--- src/rtl/wb_bus_arbiter.sv ---
// Purpose : two-master Wishbone B3 arbiter, m0 (display DMA) over m1 (CPU), onto one memory slave.
// Latency : request to grant is one clock; the granted master's bus is forwarded combinationally.
// Backpres: a waiting master keeps cyc/stb up and sees no response until it is granted.
//
// Ports:
//   clk, rst                  single clock, synchronous active-high reset
//   m0_* / m1_*               Wishbone slave-side bundles: cyc, stb, we, adr, dat_m2s, sel, cti, bte in;
//                             dat_s2m, ack, err, rty out
//   s_*                       Wishbone master-side bundle toward the shared frame-buffer memory
//   grant                     owner indication: 01 = m0, 10 = m1, 00 = none
module wb_bus_arbiter #(
  parameter int MAX_BURST = 32,   // acked beats allowed while the other master waits (1..255)
  parameter int TIMEOUT   = 255   // granted cycles without a response before abort (2..1023)
) (
  input  logic        clk,
  input  logic        rst,
  // m0: display DMA, high priority
  input  logic        m0_cyc,
  input  logic        m0_stb,
  input  logic        m0_we,
  input  logic [31:0] m0_adr,
  input  logic [31:0] m0_dat_m2s,
  input  logic [3:0]  m0_sel,
  input  logic [2:0]  m0_cti,
  input  logic [1:0]  m0_bte,
  output logic [31:0] m0_dat_s2m,
  output logic        m0_ack,
  output logic        m0_err,
  output logic        m0_rty,
  // m1: CPU, low priority
  input  logic        m1_cyc,
  input  logic        m1_stb,
  input  logic        m1_we,
  input  logic [31:0] m1_adr,
  input  logic [31:0] m1_dat_m2s,
  input  logic [3:0]  m1_sel,
  input  logic [2:0]  m1_cti,
  input  logic [1:0]  m1_bte,
  output logic [31:0] m1_dat_s2m,
  output logic        m1_ack,
  output logic        m1_err,
  output logic        m1_rty,
  // s: shared memory slave
  output logic        s_cyc,
  output logic        s_stb,
  output logic        s_we,
  output logic [31:0] s_adr,
  output logic [31:0] s_dat_m2s,
  output logic [3:0]  s_sel,
  output logic [2:0]  s_cti,
  output logic [1:0]  s_bte,
  input  logic [31:0] s_dat_s2m,
  input  logic        s_ack,
  input  logic        s_err,
  input  logic        s_rty,
  // ownership
  output logic [1:0]  grant
);

  typedef enum logic [1:0] {
    IDLE   = 2'b00,
    GRANT0 = 2'b01,
    GRANT1 = 2'b10
  } state_t;

  localparam logic [7:0] BURST_LAST = 8'(MAX_BURST - 1);
  localparam logic [9:0] WAIT_LAST  = 10'(TIMEOUT - 1);

  state_t      state, state_nxt;
  logic [7:0]  burst_cnt;
  logic [9:0]  wait_cnt;
  logic        yield0, yield1;

  logic        req0, req1, own1, cur_cyc, other_req, timeout;
  logic        fwd_ack, fwd_err, fwd_rty, preempt;

  assign req0      = m0_cyc & m0_stb;
  assign req1      = m1_cyc & m1_stb;
  assign own1      = (state == GRANT1);
  assign cur_cyc   = own1 ? m1_cyc : m0_cyc;
  assign other_req = own1 ? req0 : req1;
  // Abort only a live cycle; a master that already dropped cyc is simply released.
  assign timeout   = (state != IDLE) && cur_cyc && (wait_cnt == WAIT_LAST);

  // Read data carries no ownership, so both masters always see it.
  assign m0_dat_s2m = s_dat_s2m;
  assign m1_dat_s2m = s_dat_s2m;

  always_comb begin
    state_nxt = state;
    grant     = 2'b00;
    s_cyc     = 1'b0;
    s_stb     = 1'b0;
    s_we      = 1'b0;
    s_adr     = '0;
    s_dat_m2s = '0;
    s_sel     = '0;
    s_cti     = '0;
    s_bte     = '0;
    fwd_ack   = 1'b0;
    fwd_err   = 1'b0;
    fwd_rty   = 1'b0;
    preempt   = 1'b0;

    case (state)
      IDLE: begin
        // yield1 never overrides m0 priority; the two flags are never set together,
        // so the extra term only makes that explicit.
        if (req0 && !(req1 && yield0 && !yield1)) state_nxt = GRANT0;
        else if (req1)                             state_nxt = GRANT1;
      end

      GRANT0, GRANT1: begin
        grant = own1 ? 2'b10 : 2'b01;
        // On the abort cycle the slave is detached so it cannot act on a stale strobe.
        if (!timeout) begin
          s_cyc     = own1 ? m1_cyc     : m0_cyc;
          s_stb     = own1 ? m1_stb     : m0_stb;
          s_we      = own1 ? m1_we      : m0_we;
          s_adr     = own1 ? m1_adr     : m0_adr;
          s_dat_m2s = own1 ? m1_dat_m2s : m0_dat_m2s;
          s_sel     = own1 ? m1_sel     : m0_sel;
          s_cti     = own1 ? m1_cti     : m0_cti;
          s_bte     = own1 ? m1_bte     : m0_bte;
        end
        // err wins over ack so a master never sees both in one cycle.
        fwd_ack = !timeout && s_ack && !s_err;
        fwd_err = timeout || s_err;
        fwd_rty = !timeout && s_rty;

        // Release is checked first so release-with-preemption never sets a yield flag.
        if (!cur_cyc) begin
          state_nxt = IDLE;
        end else if (timeout) begin
          state_nxt = IDLE;
        end else if (fwd_ack && (burst_cnt >= BURST_LAST) && other_req) begin
          state_nxt = IDLE;
          preempt   = 1'b1;
        end
      end

      default: state_nxt = IDLE;
    endcase

    m0_ack = fwd_ack & ~own1;
    m0_err = fwd_err & ~own1;
    m0_rty = fwd_rty & ~own1;
    m1_ack = fwd_ack &  own1;
    m1_err = fwd_err &  own1;
    m1_rty = fwd_rty &  own1;
  end

  always_ff @(posedge clk) begin
    if (rst) begin
      state     <= IDLE;
      burst_cnt <= '0;
      wait_cnt  <= '0;
      yield0    <= 1'b0;
      yield1    <= 1'b0;
    end else begin
      state <= state_nxt;

      // Every grant is entered from IDLE, so clearing here covers grant entry.
      if (state == IDLE) begin
        burst_cnt <= '0;
        wait_cnt  <= '0;
      end else begin
        if (fwd_ack && (burst_cnt != 8'hFF)) burst_cnt <= burst_cnt + 8'd1;
        if (fwd_ack || fwd_err || fwd_rty)   wait_cnt  <= '0;
        else                                 wait_cnt  <= wait_cnt + 10'd1;
      end

      if (preempt) begin
        if (own1) yield1 <= 1'b1;
        else      yield0 <= 1'b1;
      end
      if (state == IDLE && state_nxt == GRANT1) yield0 <= 1'b0;
      if (state == IDLE && state_nxt == GRANT0) yield1 <= 1'b0;
    end
  end

endmodule
--- config.mk ---
export PLATFORM = sky130hd
export DESIGN_NAME = wb_bus_arbiter
export DESIGN_NICKNAME = d
export VERILOG_FILES = /design/src/rtl/wb_bus_arbiter.sv
export SDC_FILE = /design/constraint.sdc
export NUM_CORES = 1
export LEC_CHECK = 0
export CAP_MARGIN = 15
export CELL_PAD_IN_SITES_DETAIL_PLACEMENT = 0
export CELL_PAD_IN_SITES_GLOBAL_PLACEMENT = 1
export CORE_ASPECT_RATIO = 0.6
export CORE_MARGIN = 4
export CORE_UTILIZATION = 18
export DETAILED_ROUTE_END_ITERATION = 12
export GPL_TIMING_DRIVEN = 0
export PLACE_DENSITY_LB_ADDON = 0.1
export SYNTH_ARGS = -nofsm -noshare
export SYNTH_HDL_FRONTEND = slang
export SYNTH_SLANG_ARGS = --single-unit
--- constraint.sdc ---
create_clock -name clk -period 5.3 [get_ports clk]
set_clock_uncertainty 0.05 [all_clocks]
set_input_delay 1.06 -clock clk [delete_from_list [all_inputs] [get_ports clk]]
set_output_delay 1.06 -clock clk [all_outputs]
set_load 0.01 [all_outputs]
**Word level (Yosys, flattened, before mapping)**

Cells that the tools add are included.

- Register bits: 22
- Latch bits: 0
- RAM bits: 0
- ROM bits: 0
- Bits of input ports: 189
- Output and inout port bits: 148
- Logic and storage cells: 92
- Memories: 0

- Add/sub/neg operators: 2
- Multipliers: 0
- Divide/modulo/power cells: 0
- $lt $le $gt $ge: 1
- Equality and inequality tests: 6
- Shift-type cells: 0
- Mux-type cells: 40
- Bitwise logic cells: 9
- Reductions and logical operators: 29

Operators with widths:

| operator | number |
|---|---|
| two-way mux 32 bit | 6 |
| two-way mux 2 bit | 10 |
| two-way mux 1 bit | 17 |
| logical AND 1 bit | 13 |
| two-way mux 4 bit | 3 |
| adder 10 x 1 -> 10 bit (second input constant) | 1 |
| == test 10 x 8 -> 1 bit (second input constant) | 1 |
| two-way mux 3 bit | 3 |
| adder 8 x 1 -> 8 bit (second input constant) | 1 |
| AND 1 bit | 8 |
| >= comparator 8 x 5 -> 1 bit (second input constant) | 1 |
| != test 8 bit (second input constant) | 1 |
| OR reduction 2 bit | 4 |
| == test 2 x 1 -> 1 bit (second input constant) | 2 |
| == test 2 bit (second input constant) | 2 |
| zero test 1 bit | 4 |
| case mux 2 bit (2 select lines) | 1 |
| AND reduction 2 bit | 2 |
| logical OR 1 bit | 3 |
| OR reduction 3 bit | 1 |
| zero test 2 bit | 1 |
| nonzero test 2 bit | 1 |
| NOT 1 bit | 1 |

**Longest topological paths before layout**

Gate-level depths: netlist of the first run.

- Word-level depth: 16
- Depth in mapped cells: 9
- Gate-level depth less buffers: 7

**Least setup slack after synthesis of the first run**

No wires, ideal clock.

- Kind: register -> output
- Start: register state[0]
- End: output port s_adr[10]
- Arrival: 2.076 ns
- Data required time: 4.190 ns
- Slack: 2.114 ns
- Cell stages (with the launch flop): 10
- Buffers on the path: 2
- Cell sequence: dfxtp_1 > inv_1 > ha_1 > or4b_4 > nor3_1 > nand2_1 > nand2_1 > buf_2 > buf_2 > nor2_1

- Cells in the longest elaborated chain, start to end: 6
- Elaborated cells on any way between the ends: 10
- Classes of those cells: eq/ne (2); mux (4); reduce/logical (4)

RTL lines:

| what | RTL line | source |
|---|---|---|
| start, declared | 69 | `state_t state, state_nxt;` |
| start signal, assigned | 161 | `state <= state_nxt;` |
| == test 2 bit | 79, 105 |  |
| two-way mux 1 bit | 80 | `assign cur_cyc = own1 ? m1_cyc : m0_cyc;` |
| logical AND 1 bit (2 in a row) | 83 | `assign timeout = (state != IDLE) && cur_cyc && (wait_cnt == WAIT_LAST);` |
| two-way mux 32 bit | 116 | `if (!timeout) begin` |
| two-way mux 32 bit (*) | 105 | `case (state)` |
| end, declared | 47 | `output logic [31:0] s_adr,` |

Every way passes the cells marked *; elsewhere a longest branch is shown, timed or not.

**Final worst setup path of the first run**

- Start: register state[0]
- End: output port s_adr[9]

The elaborated chain is that of the path after synthesis.

==> metrics.csv, run 1 <==
stage,metric,value,unit
run_status,outcome,"complete, no violations",
timing,max_freq,230,MHz
synthesis,ys_types,39,
floorplanning,std_cell_rows,35,
global_routing,grt-ovfl-total,0,
timing,fin_crit,4350,ps
synthesis,syn_inst,379,
setup_path,worst_path_largest_cell_delay,520,ps
synthesis,synthFlopType,dfxtp_1,
detailed_routing,num_vias,3676,
setup_path,crit_type,flop to output pin,
timing,fin_crit_sh,0.821,
floorplanning,core,15400,µm²
timing,final-hold-violation-count,0,
power_and_ir_drop,leakagePower,0.00225,µW
cts,cts_tree,built,
detailed_routing,routed_wl,15.2,mm
floorplanning,die_area,17800,µm²
global_routing,grt_pass1_wl,22.0,mm
floorplanning,start_util,0.184,
detailed_routing,wl_per_cell,17.1,µm
placement,hpwl,13.5,mm
power_and_ir_drop,power_density,147,nW/µm²
placement,gp_congestion,0.885,
setup_path,crit_path_cell_trace,inv_1 > ha_1 > or4b_4 > nor3_1 > nand2_1 > nand2_1 > buf_2 > buf_2 > nor2_1 > clkdlybuf4s50_1,
synthesis,syn_area,2830,µm²
timing,setup-tns-final,0,ps
timing,tightest_slew,749,ps
placement,dp_cells,886,
cts,cts_setup_buffers,0,
cts,post_cts_resized,0,
synthesis,syn_avg_cell_area,7.46,µm²
timing,rsz0062_at_grt,no,
setup_path,start_kind,flop,
floorplanning,die_x,170,µm
detailed_routing,drt_iter0_markers,187,
power_and_ir_drop,vdd_ir_drop_max,0.0988,mV
cts,htreeDepth,1,
setup_path,path_buf_inv,4,
synthesis,synth_edf_count,0,
cts,cts_hold_buf,0,
timing,drv_slew,0,
setup_path,arrival,3240,ps
cts,cts_buffer_depth,2,
detailed_routing,drt-vias-per-instance,4.13,
setup_path,critical_path.slowest_cell,or4b_4,
cts,clock_latency,260,ps
setup_path,cp_data_required_time,4190,ps
cells_and_area,fillerInstances,1520,
global_routing,grt_max_degree,14,
placement,port_buffers,304,
cells_and_area,diodes,0,
flow_run,drv_cap,0,
detailed_routing,postRouteAntennaNets,0,
synthesis,yosysSeqAreaShare,0.156,
setup_path,critical_path.top_delay_family,buffers and inverters,
timing,setup_violations,0,
global_routing,antenna_found_initial,0,
global_routing,grt_pass1_vias,3837,
setup_path,end_kind,output pin,
cts,path_clk_slew,60,ps
floorplanning,die_y,105,µm
min_path,hold_class,flop to flop,
timing,maxSlewHeadroom,0.501,
cells_and_area,nNetsFinal,884,
cts,numCtsBuffers,3,
synthesis,yosys_warnings,0,
synthesis,syn_nets,575,
floorplanning,ioPinCount,337,
detailed_routing,drtPass1Iterations,4,
cells_and_area,drive_gt1_frac,0.119,
cells_and_area,area_delta_synth_final,120,%
cts,cts_sinks,22,
setup_path,worstPathMaxFanout,10,
cells_and_area,instances_no_fill,890,
global_routing,grt_use_total,0.158,
detailed_routing,drc_errors,0,
synthesis,async_flop_share,0,
synthesis,ys_ff_latch,22,
cts,root_buffer,clkbuf_16,
## cells in the mapped netlist (3+ instances only)
master | n | area [µm²]
nand4_1 | 4 | 25.0
mux2i_1 | 77 | 771
dfxtp_1 | 22 | 440
nand3_1 | 6 | 30.0
xnor2_1 | 8 | 70.1
a21oi_1 | 3 | 15.0
nor3_1 | 9 | 45.0
buf_2 | 5 | 25.0
nand2_1 | 14 | 52.6
buf_1 | 5 | 18.8
xor2_1 | 5 | 43.8
a31oi_1 | 4 | 25.0
inv_1 | 9 | 33.8
buf_4 | 66 | 495
nor2_1 | 99 | 372
clkbuf_1 | 8 | 30.0
ha_1 | 7 | 87.6
## power breakdown
| part | internal, µW | switching (µW) |
|---|---|---|
| Clock | 150 | 65.8 |
| Combinational | 324 | 206 |
| Sequential | 167 | 2.94 |
## layer usage
layer | track usage | up-vias | part of all wire
met2 | 0.283 | 183 | 0.49
met4 | 0.0224 | 0 | 0.014
met3 | 0.0439 | 12 | 0.087
met5 | 0 | - | 0
li1 | - | 1837 | -
met1 | 0.193 | 1644 | 0.41
## worst register-to-register path: stages (launching register included)
cell,delay [ps]
dfxtp_1,460
inv_1,110
ha_1,260
or4b_4,520
o41ai_4,420
or3b_4,240
a31oi_1,120
a311oi_1,290
## worst paths after layout
path	cells after the start	start	slack, ps	endpoint
worst max register to register	7	state[0]$_SDFF_PP0_	2730	yield1$_SDFFE_PP0P_
worst min register to register	1	wait_cnt[0]$_SDFF_PP0_	430	wait_cnt[0]$_SDFF_PP0_
worst min-delay path	1	wait_cnt[0]$_SDFF_PP0_	430	wait_cnt[0]$_SDFF_PP0_
worst max-delay path	10	state[0]$_SDFF_PP0_	950	s_adr[9]
## sequential cells by signal, summed over array words and instances (netlist names)
register and flops:
state 2, burst_cnt 8, yield0 1, wait_cnt 10
yield1 1
## per-stage QoR
stage               power (µW)   util  setup WS, ps  hold WS [ps]  cell area, µm²
CTS                        932  0.405           875           436            6230
global placement           710  0.398           936           413            6120
finish                     916  0.405           947           429            6230
global route               970  0.405           716           463            6230
floorplan                  387      -          2110           391            2830
detailed placement         711  0.398           929           421            6120
## layout by cell type, fill, tap and decap left out, types with 6 or more instances in the layout
cell and n:
nor2_1 99, nand2_1 14, clkdlybuf4s50_1 304, dfxtp_1 22
inv_1 9, ha_1 7, buf_4 66, xnor2_1 8
nor3_1 9, nand3_1 6, mux2i_1 77, clkbuf_1 8
## area by class of cell
| class | instances | area (µm²) | share of cell area |
|---|---|---|---|
| Inverter | 9 | 33.8 | 0.00542 |
| Multi-Input combinational cell | 264 | 1780 | 0.286 |
| Clock inverter | 1 | 30.0 | 0.00482 |
| Sequential cell | 22 | 440 | 0.0707 |
| Buffer | 84 | 569 | 0.0914 |
| Timing Repair Buffer | 304 | 3040 | 0.489 |
| Clock buffer | 3 | 75.1 | 0.0121 |
| Tap cell | 203 | 254 | 0.0408 |
## logic make-up after synthesis
logic type               after synthesis  share of synthesized area
AND/OR/NAND/NOR                      147                      0.229
buffers and inverters                 93                      0.213
multiplexers                          78                      0.277
flip-flops                            22                      0.156
AO/OA/AOI/OAI                         19                     0.0540
XOR/XNOR                              13                     0.0403
adder cells (fa/ha/maj)                7                     0.0310
(Power assumes the default switching activity.)
==> inputs of run 2 (changes only) <==
Settings changed: CORE_UTILIZATION 18 to 15.
Clock period 5.3 ns to 3.7 ns, I/O delays scaled along.
==> run 2 against run 1 <==
Net effect:
- sequential power is 44% higher
- critical path depth is 1 lower
- highest routed layer unchanged
- clock power is 18% higher
- first-iteration DRC count is 38% lower
- die area is 19% higher
- combinational power is 46% higher
- wire length is 1.2% lower
- via count is 0.87% lower
==> metrics.csv, run 2 (synthesized netlist as in run 1, its figures left out) <==
stage,metric,value,unit,change
setup_path,path_buf_inv,3,,-1
detailed_routing,drc_errors,0,,unchanged
cts,numCtsBuffers,3,,unchanged
global_routing,grt_pass1_wl,21.2,mm,-3.9%
detailed_routing,drt-vias-per-instance,3.91,,-5.2%
setup_path,arrival,2770,ps,-470 ps
setup_path,end_kind,output pin,,
cts,path_clk_slew,60,ps,about the same
power_and_ir_drop,leakagePower,0.00247,µW,+9.5%
setup_path,critical_path.top_delay_family,simple AND/OR/NAND/NOR gates,,
floorplanning,die_y,114,µm,+8.8%
global_routing,antenna_found_initial,0,,unchanged
cells_and_area,drive_gt1_frac,0.142,,+0.0225
detailed_routing,routed_wl,15.0,mm,-1.2%
floorplanning,ioPinCount,337,,unchanged
global_routing,grt-ovfl-total,0,,unchanged
placement,port_buffers,304,,unchanged
detailed_routing,drtPass1Iterations,4,,unchanged
detailed_routing,postRouteAntennaNets,0,,unchanged
detailed_routing,wl_per_cell,16.1,µm,-5.5%
global_routing,grt_pass1_vias,3661,,-4.6%
setup_path,cp_data_required_time,2910,ps,-1280 ps
cts,root_buffer,clkbuf_16,,
setup_path,crit_type,flop to output pin,,
cells_and_area,top_register,wait_cnt,,
timing,final-hold-violation-count,0,,unchanged
timing,fin_crit_sh,0.962,,
setup_path,start_kind,flop,,
cts,cts_sinks,22,,unchanged
power_and_ir_drop,power_density,199,nW/µm²,+36%
cts,htreeDepth,1,,unchanged
placement,gp_congestion,0.848,,-4.2%
placement,pre_cts_ws,-174,ps,-1100 ps
power_and_ir_drop,vdd_ir_drop_max,0.137,mV,+39%
power_and_ir_drop,p_comb_frac,0.608,,+0.029
cells_and_area,reg.largest.list,"wait_cnt (10), burst_cnt (8), state (2)",,
power_and_ir_drop,swShare,0.309,,+0.00902
timing,max_freq,281,MHz,
timing,drv_slew,0,,unchanged
power_and_ir_drop,p_int,879,µW,+37%
cells_and_area,fillerInstances,1909,,+26%
global_routing,grt_max_degree,13,,-1
cells_and_area,nNetsFinal,888,,+0.45%
power_and_ir_drop,p_seq_frac,0.192,,+0.006
floorplanning,core,18300,µm²,+19%
placement,hpwl,13.4,mm,-1.0%
cells_and_area,diodes,0,,unchanged
cts,cts_hold_buf,0,,unchanged
setup_path,critical_path.slowest_cell,or4b_4,,
cells_and_area,area_delta_synth_final,126,%,
floorplanning,std_cell_rows,38,,+8.6%
detailed_routing,drt_iter0_markers,116,,-38%
cells_and_area,mostFrequentLayoutCell,clkdlybuf4s50_1,,
cells_and_area,post-route-util,0.349,,-0.0559
cells_and_area,final_cell_mix,"clkdlybuf4s50_1 (289), nor2_1 (99), mux2i_1 (77), buf_4 (69), dfxtp_1 (20)",,
timing,tightest_slew,756,ps,+7.38 ps
floorplanning,die_x,185,µm,+9.1%
setup_path,worstPathMaxFanout,10,,unchanged
setup_path,crit_path_cell_trace,inv_1 > ha_2 > or4b_4 > nor3_4 > nand2_1 > nand2_4 > buf_2 > nor2_1 > clkdlybuf4s50_1,,
power_and_ir_drop,switching_power,393,µW,+43%
timing,setup_violations,0,,unchanged
cells_and_area,largest_reg_flops,10,,unchanged
floorplanning,die_area,21200,µm²,+19%
cts,clock_latency,260,ps,about the same
min_path,hold_class,flop to flop,,
timing,fin_crit,3560,ps,
cts,cts_buffer_depth,2,,unchanged
global_routing,grt_use_total,0.129,,-0.0293
floorplanning,start_util,0.155,,-0.0291
detailed_routing,num_vias,3644,,-0.87%
timing,maxSlewHeadroom,0.496,,-0.00492
timing,timing.final.ws_setup,142,ps,-805 ps
flow_run,drv_cap,0,,unchanged
run_status,outcome,"complete, no violations",,
power_and_ir_drop,pwr-share-clk,0.200,,-0.036
cts,cts_tree,built,,
setup_path,worst_path_largest_cell_delay,530,ps,about the same
-- run 2: cell types whose count changed in the layout (fill, tap and decap cells not counted), moves of 2 or more --
| cell | delta |
|---|---|
| buf_1 | -3 |
| buf_4 | +3 |
| buf_6 | +5 |
| clkbuf_1 | -4 |
| clkbuf_2 | +2 |
| clkdlybuf4s50_1 | -15 |
| dfxtp_1 | -2 |
| dlygate4sd2_1 | +8 |
| dlymetal6s2s_1 | +7 |
| ha_1 | -2 |
| ha_2 | +2 |
-- run 2: path summary, 6_finish.rpt --
| check | start | endpoint | slack [ps] | depth (start not counted) |
|---|---|---|---|---|
| worst max-delay path | state[1]$_SDFF_PP0_ | s_dat_m2s[16] | 140 | 9 |
| worst min-delay path | wait_cnt[0]$_SDFF_PP0_ | wait_cnt[0]$_SDFF_PP0_ | 440 | 1 |
| worst max register to register | state[0]$_SDFF_PP0_ | burst_cnt[7]$_SDFFE_PP0P_ | 1090 | 8 |
| worst min register to register | wait_cnt[0]$_SDFF_PP0_ | wait_cnt[0]$_SDFF_PP0_ | 440 | 1 |
-- run 2: power by group through the flow --
| stage | Clock, µW | Sequential (µW) | Combinational (µW) |
|---|---|---|---|
| 6_report | 254 | 244 | 774 |
| 5_1_grt | 273 | 245 | 832 |
| 4_1_cts | 266 | 244 | 778 |
| 3_5_place_dp | 0 | 249 | 770 |
| 3_3_place_gp | 0 | 249 | 772 |
| 2_1_floorplan | 0 | 248 | 306 |
-- run 2: cell type report --
class | instances | area (µm²) | share of cell area
Timing Repair Buffer | 308 | 3080 | 0.483
Multi-Input combinational cell | 264 | 1810 | 0.283
Buffer | 84 | 622 | 0.0975
Sequential cell | 22 | 445 | 0.0698
Tap cell | 240 | 300 | 0.0471
Clock buffer | 4 | 88.8 | 0.0139
Inverter | 9 | 33.8 | 0.00530
-- run 2: stage by stage --
| stage | cells | power (µW) | setup TNS (ps) | cell area, µm² | hold WS (ps) |
|---|---|---|---|---|---|
| floorplan | 379 | 554 | 0 | 2830 | 391 |
| global placement | 923 | 1020 | -4030 | 6170 | 417 |
| detailed placement | 923 | 1020 | -5870 | 6170 | 421 |
| CTS | 927 | 1290 | 0 | 6290 | 435 |
| global route | 931 | 1350 | -2.10 | 6380 | 458 |
| finish | 931 | 1270 | 0 | 6380 | 439 |
-- run 2: routing by layer --
metal / vias up / track usage / part of all wire
li1: 1837 / - / -
met5: - / 0 / 0
met1: 1642 / 0.158 / 0.40
met3: 6 / 0.0356 / 0.076
met2: 159 / 0.234 / 0.51
met4: 0 / 0.0137 / 0.0078
-- run 2: what timing repair did --
item	in CTS	in global routing
pin swaps	1	0
gates cloned	0	0
endpoints found under the setup margin	80	65
buffers inserted	0	4
hold endpoints to repair	0	0
resized for setup	25	21
